$ cat src/rtl/uart_pkg.sv
// Shared types, defaults and helpers for the UART receive path.
package uart_pkg;

   localparam int UART_OS   = 16;
   localparam int UART_DBIT = 8;

   typedef enum logic [2:0] {
      IDLE,
      START,
      DATA,
      PARITY,
      STOP,
      WAIT
   } rx_state_t;

   // Expected parity bit: even parity is the XOR of the data, odd parity its inverse.
   function automatic logic parity_of(input logic [7:0] data, input logic odd);
      return (^data) ^ odd;
   endfunction

endpackage

$ cat src/rtl/uart_rx_frame_if.sv
// Completion bus from the frame receiver towards the receive buffer.
interface uart_rx_frame_if;

   logic [7:0] rx_data;
   logic       rx_done;
   logic       frame_err;
   logic       parity_err;
   logic       break_det;

   modport master (output rx_data, rx_done, frame_err, parity_err, break_det);
   modport slave  (input  rx_data, rx_done, frame_err, parity_err, break_det);

endinterface

$ cat src/rtl/sync_2ff.sv
// Generic two-flop synchroniser for a single asynchronous input.
module sync_2ff #(
   parameter logic RESET_VAL = 1'b0
) (
   input  logic clock,
   input  logic reset,
   input  logic d,
   output logic q
);

   logic meta;

   always_ff @(posedge clock or negedge reset) begin
      if (!reset) begin
         meta <= RESET_VAL;
         q    <= RESET_VAL;
      end else begin
         meta <= d;
         q    <= meta;
      end
   end

endmodule

$ cat src/rtl/uart_rx_frame.sv
// Oversampling UART frame receiver: start detection, mid-bit sampling,
// optional parity, stop check and a one-cycle completion strobe with flags.
module uart_rx_frame
   import uart_pkg::*;
#(
   parameter int DBIT    = UART_DBIT,
   parameter int OS      = UART_OS,
   parameter int SB_TICK = 16,
   parameter bit PAR_EN  = 1'b0,
   parameter bit PAR_ODD = 1'b0
) (
   input  logic            clock,
   input  logic            reset,
   input  logic            rx,
   input  logic            s_tick,
   uart_rx_frame_if.master bus
);

   localparam int OS_W = $clog2(OS);
   localparam int SB_W = $clog2(SB_TICK);
   localparam int TW   = (SB_W > OS_W) ? SB_W : OS_W;

   localparam logic [TW-1:0] START_LAST = TW'(OS / 2 - 1);
   localparam logic [TW-1:0] BIT_LAST   = TW'(OS - 1);
   localparam logic [TW-1:0] STOP_LAST  = TW'(SB_TICK - 1);
   localparam logic [2:0]    DATA_LAST  = 3'(DBIT - 1);

   rx_state_t     state;
   logic [TW-1:0] tick_cnt;
   logic [2:0]    bit_cnt;
   logic [7:0]    sh;
   logic [7:0]    sh_shift;
   logic          par_bit;
   logic          par_mis;
   logic          rxs;

   sync_2ff #(
      .RESET_VAL(1'b1)
   ) u_sync (
      .clock(clock),
      .reset(reset),
      .d    (rx),
      .q    (rxs)
   );

   // New bits enter at DBIT-1 so a short frame ends up right-aligned and zero-extended.
   always_comb begin
      sh_shift         = sh >> 1;
      sh_shift[DBIT-1] = rxs;
   end

   always_ff @(posedge clock or negedge reset) begin
      if (!reset) begin
         state          <= IDLE;
         tick_cnt       <= '0;
         bit_cnt        <= '0;
         sh             <= '0;
         par_bit        <= 1'b0;
         par_mis        <= 1'b0;
         bus.rx_data    <= '0;
         bus.rx_done    <= 1'b0;
         bus.frame_err  <= 1'b0;
         bus.parity_err <= 1'b0;
         bus.break_det  <= 1'b0;
      end else begin
         bus.rx_done <= 1'b0;
         unique case (state)
            IDLE: begin
               if (!rxs) begin
                  tick_cnt <= '0;
                  state    <= START;
               end
            end
            START: begin
               if (s_tick) begin
                  if (tick_cnt == START_LAST) begin
                     if (rxs) begin
                        state <= IDLE;
                     end else begin
                        tick_cnt <= '0;
                        bit_cnt  <= '0;
                        state    <= DATA;
                     end
                  end else begin
                     tick_cnt <= tick_cnt + TW'(1);
                  end
               end
            end
            DATA: begin
               if (s_tick) begin
                  if (tick_cnt == BIT_LAST) begin
                     tick_cnt <= '0;
                     sh       <= sh_shift;
                     if (bit_cnt == DATA_LAST) begin
                        state <= PAR_EN ? PARITY : STOP;
                     end else begin
                        bit_cnt <= bit_cnt + 3'd1;
                     end
                  end else begin
                     tick_cnt <= tick_cnt + TW'(1);
                  end
               end
            end
            PARITY: begin
               if (s_tick) begin
                  if (tick_cnt == BIT_LAST) begin
                     tick_cnt <= '0;
                     par_bit  <= rxs;
                     par_mis  <= (rxs != parity_of(sh, PAR_ODD));
                     state    <= STOP;
                  end else begin
                     tick_cnt <= tick_cnt + TW'(1);
                  end
               end
            end
            STOP: begin
               if (s_tick) begin
                  if (tick_cnt == STOP_LAST) begin
                     bus.rx_done    <= 1'b1;
                     bus.rx_data    <= sh;
                     bus.frame_err  <= ~rxs;
                     bus.parity_err <= PAR_EN && par_mis;
                     bus.break_det  <= ~rxs && (sh == 8'h00) && (!PAR_EN || !par_bit);
                     state          <= rxs ? IDLE : WAIT;
                  end else begin
                     tick_cnt <= tick_cnt + TW'(1);
                  end
               end
            end
            // A line held low after a bad stop bit must go high before a new start is accepted.
            WAIT: begin
               if (rxs) begin
                  state <= IDLE;
               end
            end
            default: begin
               state <= IDLE;
            end
         endcase
      end
   end

endmodule
$ cat src/flat_wrapper.sv
// flat-port wrapper written by rule: the top's interface ports become plain ports
module uart_rx_frame_flat import uart_pkg::*;
#(
   parameter int DBIT    = UART_DBIT,
   parameter int OS      = UART_OS,
   parameter int SB_TICK = 16,
   parameter bit PAR_EN  = 1'b0,
   parameter bit PAR_ODD = 1'b0
)
  (clock, reset, rx, s_tick, bus_rx_data, bus_rx_done, bus_frame_err, bus_parity_err, bus_break_det);
  uart_rx_frame_if bus_i ();
  input  logic clock;
  input  logic reset;
  input  logic rx;
  input  logic s_tick;
  output wire logic [$bits(bus_i.rx_data)-1:0] bus_rx_data;
  output wire logic [$bits(bus_i.rx_done)-1:0] bus_rx_done;
  output wire logic [$bits(bus_i.frame_err)-1:0] bus_frame_err;
  output wire logic [$bits(bus_i.parity_err)-1:0] bus_parity_err;
  output wire logic [$bits(bus_i.break_det)-1:0] bus_break_det;
  assign bus_rx_data = bus_i.rx_data;
  assign bus_rx_done = bus_i.rx_done;
  assign bus_frame_err = bus_i.frame_err;
  assign bus_parity_err = bus_i.parity_err;
  assign bus_break_det = bus_i.break_det;
  uart_rx_frame #(.DBIT(DBIT), .OS(OS), .SB_TICK(SB_TICK), .PAR_EN(PAR_EN), .PAR_ODD(PAR_ODD)) u_core (.clock(clock), .reset(reset), .rx(rx), .s_tick(s_tick), .bus(bus_i));
endmodule
$ cat config.mk
export PLATFORM = sky130hd
export DESIGN_NAME = uart_rx_frame_flat
export DESIGN_NICKNAME = d
export VERILOG_FILES = /design/src/rtl/uart_pkg.sv /design/src/rtl/uart_rx_frame_if.sv /design/src/rtl/sync_2ff.sv /design/src/rtl/uart_rx_frame.sv /design/src/flat_wrapper.sv
export SDC_FILE = /design/constraint.sdc
export NUM_CORES = 1
export LEC_CHECK = 0
export ABC_AREA = 1
export BUFFER_PORTS_ARGS = -buffer_cell sky130_fd_sc_hd__clkbuf_2
export CAP_MARGIN = 10
export CORE_UTILIZATION = 45
export CTS_CLUSTER_DIAMETER = 30
export CTS_CLUSTER_SIZE = 14
export DETAILED_ROUTE_END_ITERATION = 12
export HOLD_SLACK_MARGIN = 0.08
export PLACE_DENSITY = 0.77
export SLEW_MARGIN = 10
export SYNTH_ARGS = -nofsm -noshare
export SYNTH_HDL_FRONTEND = slang
export SYNTH_HIERARCHICAL = 1
export SYNTH_SLANG_ARGS = --single-unit
$ cat constraint.sdc
create_clock -name clock -period 1.7 [get_ports clock]
set_clock_uncertainty 0.2 [all_clocks]
set_input_delay 0.085 -clock clock [delete_from_list [all_inputs] [get_ports clock]]
set_output_delay 0.085 -clock clock [all_outputs]
set_load 0.01 [all_outputs]
==> results of run 1 <==
## power by group
part	internal, mW	leakage (nW)	switching, mW
registers	0.823	0.411	0.126
logic	0.606	0.700	0.865
clock network	0.474	0.0612	0.282
total	1.90	1.17	1.27
## per-stage QoR
step                      cell area [um2]  power [mW]  cells  setup slack (ns)  hold slack (ns)
final                                2190        3.18    296            0.0520            0.134
after global routing                 2190        3.41    296           -0.0386            0.165
after CTS                            2130        3.02    293           0.00593            0.143
after detailed placement             1970        2.22    283           0.00661          -0.0805
after global placement               1970        2.20    283            0.0618          -0.0807
after floorplan                      1750        1.84    211            0.0528           -0.411
## registers in the layout, indices dropped and copies added, names as in the netlist
register	flops
u_core/tick_cnt	4
u_core/bus.break_det	1
u_core/u_sync/q	1
u_core/bus.rx_data	8
u_core/bus.frame_err	1
u_core/sh	8
u_core/state	3
u_core/bit_cnt	3
u_core/u_sync/meta	1
u_core/bus.rx_done	1
## critical path: stages, from the launching register on
cell	delay, ns
dfrtp_1	0.40
ha_4	0.19
nand3_4	0.13
nor2_4	0.20
nand2_4	0.13
buf_12	0.16
nand2_1	0.07
o21ai_2	0.05
## synthesized netlist by cell type, types with 2 or more instances
| cell type | number | area, um2 |
|---|---|---|
| nand2_2 | 3 | 18.8 |
| inv_1 | 27 | 101 |
| nand3_1 | 18 | 90.1 |
| nand2_1 | 68 | 255 |
| nor2_4 | 3 | 33.8 |
| nor2_1 | 9 | 33.8 |
| nand2_4 | 5 | 56.3 |
| dfrtp_1 | 29 | 726 |
| nor4_1 | 2 | 12.5 |
| inv_2 | 3 | 11.3 |
| buf_6 | 2 | 22.5 |
| o21ai_0 | 5 | 25.0 |
| o21bai_1 | 4 | 30.0 |
| ha_1 | 3 | 37.5 |
| nor2_2 | 2 | 12.5 |
| dfstp_2 | 2 | 52.6 |
| o21ai_2 | 15 | 131 |
| nand3_2 | 4 | 40.0 |
## kinds of logic after synthesis
logic type	after synthesis	share of synthesized area (%)
buffers and inverters	33	8.16
AND/OR/NAND/NOR	115	32.6
flip-flops	31	44.5
adder cells (fa/ha/maj)	3	2.15
AO/OA/AOI/OAI	27	11.9
XOR/XNOR	1	0.501
other	1	0.215
## worst paths after layout
path | to | cells past startpoint
worst max-delay path | u_core/bus.rx_data[2] | 7
worst min-delay path | u_core/tick_cnt[2] | 3
worst max register to register | u_core/bus.rx_data[2] | 7
worst min register to register | u_core/u_sync/q | 0
max in group asynchronous | u_core/u_sync/q | 3
min in group clock | u_core/u_sync/q | 0
## metal layers
layer	global-route usage, %	vias up	wire length (um)
met3	6.43	9	150
li1	-	732	-
met4	9.44	0	83
met1	24.3	718	1570
met2	29.6	32	1760
met5	0	-	0
## area by class of cell
type	count	area [um2]
sequential	31	782
timing repair buffer	32	235
multi-input combinational	147	886
fill	309	1500
clock inverter	2	35.0
inverter	30	113
tap	48	60.1
clock buffer	6	82.6
## what timing repair did
item	in CTS	in global routing
setup endpoints to repair	4	19
hold buffers	2	0
setup buffers	0	3
resized for setup	3	10
cloned	0	0
hold endpoints to repair	32	0
pin swaps	1	2
==> metrics.md, run 1 <==
| Metric | Value |
|---|---|
| Die Y | `64.3 um` |
| Core Area | `3690 um2` |
| Final Setup Violations | `0` |
| DIE AREA | `4140 um2` |
| Drt wl/cell | `12.0 um` |
| Power Dens Cells | `1450 nW/um2` |
| Clock slew seen by the registers of the worst setup and hold paths | `0.07 ns` |
| Mapped cell area | `1750 um2` |
| Max_cap viols | `0` |
| Syn_nets | `218` |
| Vias per inst | `5.04` |
| Setup slack, reg-to-reg | `0.05 ns` |
| Post-synth EDFFs | `0` |
| Clock sink count | `31` |
| Drt drc | `0` |
| Number of cell rows | `22` |
| Root Driver | `clkbuf_8` |
| Vias in the first global route | `1,434` |
| CTS Buf Count | `5` |
| Synth Area per Inst | `8.28 um2` |
| Initial antenna violation count | `0` |
| CP Launch Point | `u_core/tick_cnt[0]` |
| Highest-count cells in the layout ignoring fill and taps | `67 x nand2_1, 27 x inv_1, 26 x dfrtp_1, 17 x nand3_1` |
| Die span in x | `64.3 um` |
| CTS tree | `done` |
| CP Class | `reg -> reg` |
| R2R Path Start | `u_core/tick_cnt[0]` |
| Post-synthesis sequential area ratio | `44.5%` |
| RSZ-0062 raised after global routing | `true` |
| Post-route minimum period | `1.65 ns` |
| Final Hold Viols | `0` |
| Final Util | `59.5%` |
| Fmax | `607 MHz` |
| Layout cells sized above 1 | `33.9%` |
| Status | `completed` |
| Commonest non-fill, non-tap cell in the layout | `nand2_1` |
| LEAKAGE | `1.17 nW` |
| P&R area growth vs syn | `25.5%` |
| 1st-iter DRT viols | `56` |
| Worst Path Arrival | `1.63 ns` |
| Min-Delay Path Class | `in -> async` |
| Global placement routability congestion | `0.891` |
| Via Count | `1,491` |
| Setup_tns | `0 ns` |
| H-tree Lvls | `2` |
| Largest net degree at the start of global routing | `32` |
| CP endpoint kind | `flop` |
| Global-route usage over all layers | `19.3%` |
| Deepest clock path buffer count | `2` |
| Setup crit start kind | `flop` |
| Initial cell density of the core | `47.4%` |
| Peak supply drop | `1.34 mV` |
| Synth warn | `6` |
| Ys async rst share | `100%` |
| Final Max Tran Viols | `0` |
| IO Count | `16` |
| Ant diodes | `0` |
| Grt total ovfl | `0` |
| Layout net count | `254` |
| Clock Latency Late Sink | `0.29 ns` |
| Synth Register Bits | `31` |
| Antenna viol nets, final | `0` |
| # port buffers | `14` |
| Fin crit share | `96.9%` |
| Library cells used by synthesis | `25` |
| First-pass GRT wire length | `6100 um` |
| Drt pass-1 iters | `4` |
| CP required | `1.68 ns` |
| Crit-path max FO | `7` |
| Drt total wl | `3560 um` |
| Top FF cell, synth | `dfrtp_1` |
| Syn Inst Count | `211` |
| DP Wirelength | `2500 um` |
Power figures use the tool's default switching activity.
==> run 2: changes to the inputs <==
PLACE_DENSITY = not set   (was 0.77)
PLACE_DENSITY_LB_ADDON = 0.2   (was not set)
==> metrics.md, run 2 (synthesis results as in run 1) <==
| Metric | Value |
|---|---|
| Layout cells sized above 1 | `32.0% (was 33.9%)` |
| Overall Power | `2.96 mW (was 3.18 mW)` |
| Drt wl/cell | `11.5 um (was 12.0 um)` |
| Internal | `1.72 mW (was 1.90 mW)` |
| P&R area growth vs syn | `22.5% (was 25.5%)` |
| Clock sink count | `31 (unchanged)` |
| 1st-iter DRT viols | `148 (was 56)` |
| Die span in x | `64.3 um (unchanged)` |
| Wl on met1 | `1670 um (was 1570 um)` |
| Met3 wire length | `129 um (was 150 um)` |
| Vias in the first global route | `1,373 (was 1,434)` |
| First-pass GRT wire length | `6020 um (was 6100 um)` |
| Initial antenna violation count | `0 (unchanged)` |
| CP required | `1.67 ns (was 1.68 ns)` |
| Vias per inst | `4.81 (was 5.04)` |
| CTS tree | `done (unchanged)` |
| Layout net count | `253 (was 254)` |
| Largest net degree at the start of global routing | `32 (unchanged)` |
| # port buffers | `14 (unchanged)` |
| Drt pass-1 iters | `4 (unchanged)` |
| Root Driver | `clkbuf_8 (unchanged)` |
| Min-Delay Path Class | `reg -> reg (was in -> async)` |
| Status | `completed (unchanged)` |
| CP Buf/Inv Count | `1 (unchanged)` |
| Levels on crit path | `7 (unchanged)` |
| Drt total wl | `3410 um (was 3560 um)` |
| Top delay family on crit path | `flip-flops (was simple AND/OR/NAND/NOR gates)` |
| Deepest clock path buffer count | `2 (unchanged)` |
| Highest-count cells in the layout ignoring fill and taps | `67 x nand2_1, 28 x dfrtp_1, 27 x inv_1, 17 x nand3_1 (was 67 x nand2_1, 27 x inv_1, 26 x dfrtp_1, 17 x nand3_1)` |
| Sw frac | `41.7% (was 40.1%)` |
| Core Area | `3690 um2 (unchanged)` |
| Final Hold Viols | `0 (unchanged)` |
| Setup_tns | `0 ns (unchanged)` |
| DR WL met2 | `1580 um (was 1760 um)` |
| Global-route usage over all layers | `19.0% (was 19.3%)` |
| Setup crit start kind | `flop (unchanged)` |
| Worst hold stages | `0` |
| Crit path max-delay cell type | `dfrtp_1 (unchanged)` |
| Clock Latency Late Sink | `0.28 ns (was 0.29 ns)` |
| RSZ-0062 raised after global routing | `true (unchanged)` |
| CTS Buf Count | `5 (unchanged)` |
| CP endpoint kind | `flop (unchanged)` |
| Max layer used | `met4 (unchanged)` |
| IO Count | `16 (unchanged)` |
| Post-route minimum period | `1.67 ns (was 1.65 ns)` |
| Critical path cell sequence | `ha_4 > buf_6 > nand3_4 > o21ai_4 > nand3_2 > o21bai_1 > nand2_1 (was ha_4 > nand3_4 > nor2_4 > nand2_4 > buf_12 > nand2_1 > o21ai_2)` |
| Grt total ovfl | `0 (unchanged)` |
| Via Count | `1,419 (was 1,491)` |
| DIE AREA | `4140 um2 (unchanged)` |
| Gate power share | `48.2% (was 46.3%)` |
| Worst path max stage delay | `0.40 ns (about the same)` |
| Commonest non-fill, non-tap cell in the layout | `nand2_1 (unchanged)` |
| H-tree Lvls | `2 (unchanged)` |
| Die Y | `64.3 um (unchanged)` |
| DP Wirelength | `2490 um (was 2500 um)` |
| Ant diodes | `0 (unchanged)` |
| Max_cap viols | `0 (unchanged)` |
| CP Class | `reg -> reg (unchanged)` |
| Worst Path Arrival | `1.64 ns (was 1.63 ns)` |
| Peak supply drop | `0.994 mV (was 1.34 mV)` |
| Top Registers | `u_core/bus.rx_data: 8 flops, u_core/sh: 8 flops, u_core/tick_cnt: 4 flops (unchanged)` |
| Fin crit share | `98.0% (was 96.9%)` |
| Final Setup Violations | `0 (unchanged)` |
| Fmax | `600 MHz (was 607 MHz)` |
| Crit-path max FO | `4 (was 7)` |
| Number of cell rows | `22 (unchanged)` |
| Worst R2R Path Depth | `7 (unchanged)` |
| Switching power | `1.23 mW (was 1.27 mW)` |
| Final hold slack | `0.156 ns (was 0.134 ns)` |
| Antenna viol nets, final | `0 (unchanged)` |
| Reg power frac | `32.1% (was 29.9%)` |
| Initial cell density of the core | `47.4% (unchanged)` |
| Clock slew seen by the registers of the worst setup and hold paths | `0.06 ns (was 0.07 ns)` |
| Drt drc | `0 (unchanged)` |
| LEAKAGE | `1.17 nW (about the same)` |
| Global placement routability congestion | `0.810 (was 0.891)` |
| Final Max Tran Viols | `0 (unchanged)` |
| Power Dens Cells | `1380 nW/um2 (was 1450 nW/um2)` |
| Clock share of power | `19.7% (was 23.8%)` |
## run 2: changes by cell type in the layout (fill, tap and decap cells not counted), sizes merged
cell	previous run	this run
buf	16	15
bufinv	1	0
clkbuf	20	21
## run 2: area by class of cell
type | count | area (um2)
Inverter | 30 | 113
Clock inverter | 1 | 5.00
Clock buffer | 7 | 86.3
Sequential cell | 31 | 779
Timing Repair Buffer | 31 | 219
Fill cell | 340 | 1550
Tap cell | 48 | 60.1
Multi-Input combinational cell | 147 | 880
## run 2: power by group through the flow
| stage | clock (mW) | sequential, mW | combinational (mW) |
|---|---|---|---|
| 3_3_place_gp | 0 | 0.930 | 1.27 |
| 4_1_cts | 0.604 | 0.920 | 1.31 |
| 5_1_grt | 0.633 | 0.961 | 1.58 |
| 3_5_place_dp | 0 | 0.932 | 1.28 |
| 2_1_floorplan | 0 | 0.938 | 0.904 |
| 6_report | 0.584 | 0.949 | 1.42 |
## run 2: worst paths after layout
| check | from | to | slack (ns) |
|---|---|---|---|
| worst max-delay path | u_core/tick_cnt[1] | u_core/state[1] | 0.03 |
| worst min-delay path | u_core/u_sync/meta | u_core/u_sync/q | 0.16 |
| worst max register to register | u_core/tick_cnt[1] | u_core/state[1] | 0.03 |
| worst min register to register | u_core/u_sync/meta | u_core/u_sync/q | 0.16 |
| max in group asynchronous | reset | u_core/u_sync/meta | 0.80 |
| min in group asynchronous | reset | u_core/bus.rx_done | 0.18 |
## run 2: per-stage QoR
step                      area (um2)  setup slack [ns]  util, %  cells
final                           2140            0.0333     58.1    295
after global routing            2140           -0.0588     58.1    295
after CTS                       2090            0.0150     56.6    294
after detailed placement        1970           -0.0181     53.3    284
after global placement          1970            0.0631     53.3    284
after floorplan                 1750            0.0528        -    211
## run 2: worst register-to-register path, delay by kind of cell (launching register included)
kind / cells / cell delay [ns]
DFF: 1 / 0.40
adders and majority gates: 1 / 0.19
AOI/OAI and AO/OA: 2 / 0.39
buffers and inverters: 1 / 0.10
and+or+nand+nor: 3 / 0.29
## run 2: per-layer routing
layer  global-route usage, %  up-vias
met4                    5.83        0
met1                    24.9      653
met5                       0        -
li1                        -      734
met3                    4.82        4
met2                    30.7       28
## run 2: timing repair
item | 4_1_cts | 5_1_grt
resized for setup | 2 | 9
endpoints found under the hold margin | 32 | 0
pin swaps | 0 | 7
hold buffers | 2 | 0
endpoints found under the setup margin | 3 | 24
setup buffers | 0 | 1
==> run 3: changes to the inputs <==
PLACE_DENSITY = 0.66   (was not set)
PLACE_DENSITY_LB_ADDON = not set   (was 0.2)
==> metrics.md, run 3 (synthesis results as in run 1) <==
| Metric | Value |
|---|---|
| Drt pass-1 iters | `6 (was 4)` |
| Commonest non-fill, non-tap cell in the layout | `nand2_1 (unchanged)` |
| Deepest clock path buffer count | `2 (unchanged)` |
| Vias in the first global route | `1,275 (was 1,373)` |
| Critical path cell sequence | `ha_4 > nand3_2 > o21ai_4 > nand3_1 > o21bai_1 > nand2_1 (was ha_4 > buf_6 > nand3_4 > o21ai_4 > nand3_2 > o21bai_1 > nand2_1)` |
| Clock sink count | `31 (unchanged)` |
| Initial antenna violation count | `0 (unchanged)` |
| Final Setup Violations | `0 (unchanged)` |
| First-pass GRT wire length | `5650 um (was 6020 um)` |
| # port buffers | `14 (unchanged)` |
| Root Driver | `clkbuf_8 (unchanged)` |
| Clock slew seen by the registers of the worst setup and hold paths | `0.06 ns (about the same)` |
| CTS tree | `done (unchanged)` |
| Via Count | `1,418 (was 1,419)` |
| Global-route usage over all layers | `17.9% (was 19.0%)` |
| Fmax | `616 MHz (was 600 MHz)` |
| Drt total wl | `3350 um (was 3410 um)` |
| Drt wl/cell | `11.2 um (was 11.5 um)` |
| Number of cell rows | `22 (unchanged)` |
| Fin crit share | `95.5% (was 98.0%)` |
| Global placement routability congestion | `0.886 (was 0.810)` |
| DIE AREA | `4140 um2 (unchanged)` |
| Post-route insts no fill | `299 (was 295)` |
| Setup crit start kind | `flop (unchanged)` |
| Ant diodes | `0 (unchanged)` |
| Max_cap viols | `0 (unchanged)` |
| Final hold slack | `0.157 ns (was 0.156 ns)` |
| Initial cell density of the core | `47.4% (unchanged)` |
| Crit-path max FO | `4 (unchanged)` |
| DP Wirelength | `2390 um (was 2490 um)` |
| Top delay family on crit path | `flip-flops (unchanged)` |
| CP Buf/Inv Count | `0 (was 1)` |
| CTS Buf Count | `5 (unchanged)` |
| IO Count | `16 (unchanged)` |
| Fill cells | `357 (was 340)` |
| Peak supply drop | `0.855 mV (was 0.994 mV)` |
| Placed cell count | `285 (was 284)` |
| Top Registers | `u_core/bus.rx_data: 8 flops, u_core/sh: 8 flops, u_core/tick_cnt: 4 flops (unchanged)` |
| Status | `completed (unchanged)` |
| Min-Delay Path Class | `reg -> reg (unchanged)` |
| P&R area growth vs syn | `22.4% (was 22.5%)` |
| Vias per inst | `4.74 (was 4.81)` |
| Core Area | `3690 um2 (unchanged)` |
| Antenna viol nets, final | `0 (unchanged)` |
| LEAKAGE | `1.17 nW (about the same)` |
| 1st-iter DRT viols | `79 (was 148)` |
| Layout net count | `257 (was 253)` |
| H-tree Lvls | `2 (unchanged)` |
| Crit path max-delay cell type | `dfrtp_1 (unchanged)` |
| Post-route minimum period | `1.62 ns (was 1.67 ns)` |
| Drt drc | `0 (unchanged)` |
| Die Y | `64.3 um (unchanged)` |
| Highest-count cells in the layout ignoring fill and taps | `68 x nand2_1, 27 x inv_1, 27 x dfrtp_1, 18 x buf_4, 17 x nand3_1 (was 67 x nand2_1, 28 x dfrtp_1, 27 x inv_1, 17 x nand3_1)` |
| Final Hold Viols | `0 (unchanged)` |
| Grt total ovfl | `0 (unchanged)` |
| Clock Latency Late Sink | `0.27 ns (was 0.28 ns)` |
| CP endpoint kind | `flop (unchanged)` |
| Die span in x | `64.3 um (unchanged)` |
| CP Class | `reg -> reg (unchanged)` |
| Largest net degree at the start of global routing | `32 (unchanged)` |
| Final Max Tran Viols | `0 (unchanged)` |
| Power Dens Cells | `1380 nW/um2 (about the same)` |
| CP required | `1.66 ns (was 1.67 ns)` |
| Worst path max stage delay | `0.39 ns (was 0.40 ns)` |
| Layout cells sized above 1 | `32.7% (was 32.0%)` |
| Worst Path Arrival | `1.58 ns (was 1.64 ns)` |
==> run 3: final timing paths <==
| path | from | end | slack, ns | cells after the start |
|---|---|---|---|---|
| setup / recovery | u_core/tick_cnt[0] | u_core/state[0] | 0.08 | 6 |
| hold / removal | u_core/u_sync/meta | u_core/u_sync/q | 0.16 | 0 |
| setup reg to reg | u_core/tick_cnt[0] | u_core/state[0] | 0.08 | 6 |
| hold reg to reg | u_core/u_sync/meta | u_core/u_sync/q | 0.16 | 0 |
| max in group asynchronous | reset | u_core/u_sync/meta | 0.80 | 3 |
| min in group asynchronous | reset | u_core/bus.rx_done | 0.17 | 3 |
==> run 3: what timing repair did <==
| action | CTS | global route |
|---|---|---|
| gates resized for setup | 0 | 8 |
| hold buffers | 2 | 0 |
| hold endpoints to repair | 32 | 0 |
| setup buffers | 0 | 4 |
| setup endpoints to repair | 0 | 21 |
==> run 3: stage by stage <==
stage               TNS (ns)  worst slack, ns  util, %  total power [mW]  area (um2)
floorplan                  0           0.0528        -              1.84        1750
global placement           0           0.0858     53.2              2.18        1960
detailed placement         0           0.0613     53.2              2.19        1960
CTS                        0           0.0502     55.9              2.75        2060
global route         -0.0190          -0.0149     58.0              3.17        2140
finish                     0           0.0771     58.0              2.95        2140
==> run 3: power breakdown <==
group	internal [mW]	switching, mW	total (mW)	leakage, nW
sequential	0.820	0.117	0.937	0.413
clock	0.287	0.253	0.540	0.0422
combinational	0.626	0.847	1.47	0.717
total	1.73	1.22	2.95	1.17
==> run 3: layout make-up <==
| type | instances | area (um2) | area share [%] |
|---|---|---|---|
| clock buffers | 7 | 76.3 | 3.57 |
| inverters | 30 | 113 | 5.26 |
| clock inverters | 1 | 5.00 | 0.234 |
| well taps | 48 | 60.1 | 2.81 |
| repair buffers | 35 | 245 | 11.5 |
| multi-input cells | 147 | 860 | 40.2 |
| flip-flops and latches | 31 | 781 | 36.5 |
==> run 3: worst reg2reg max path, cell delays in order (launching register included) <==
cell and delay (ns):
dfrtp_1 0.39, ha_4 0.18, nand3_2 0.14, o21ai_4 0.22, nand3_1 0.15, o21bai_1 0.17, nand2_1 0.06
==> run 3: per-layer routing <==
layer	vias up	track usage [%]	share of wire (%)
met5	-	0	0
met4	0	5.83	0.36
met3	2	4.82	3.1
met2	21	26.4	47
met1	653	25.2	50
li1	742	-	-
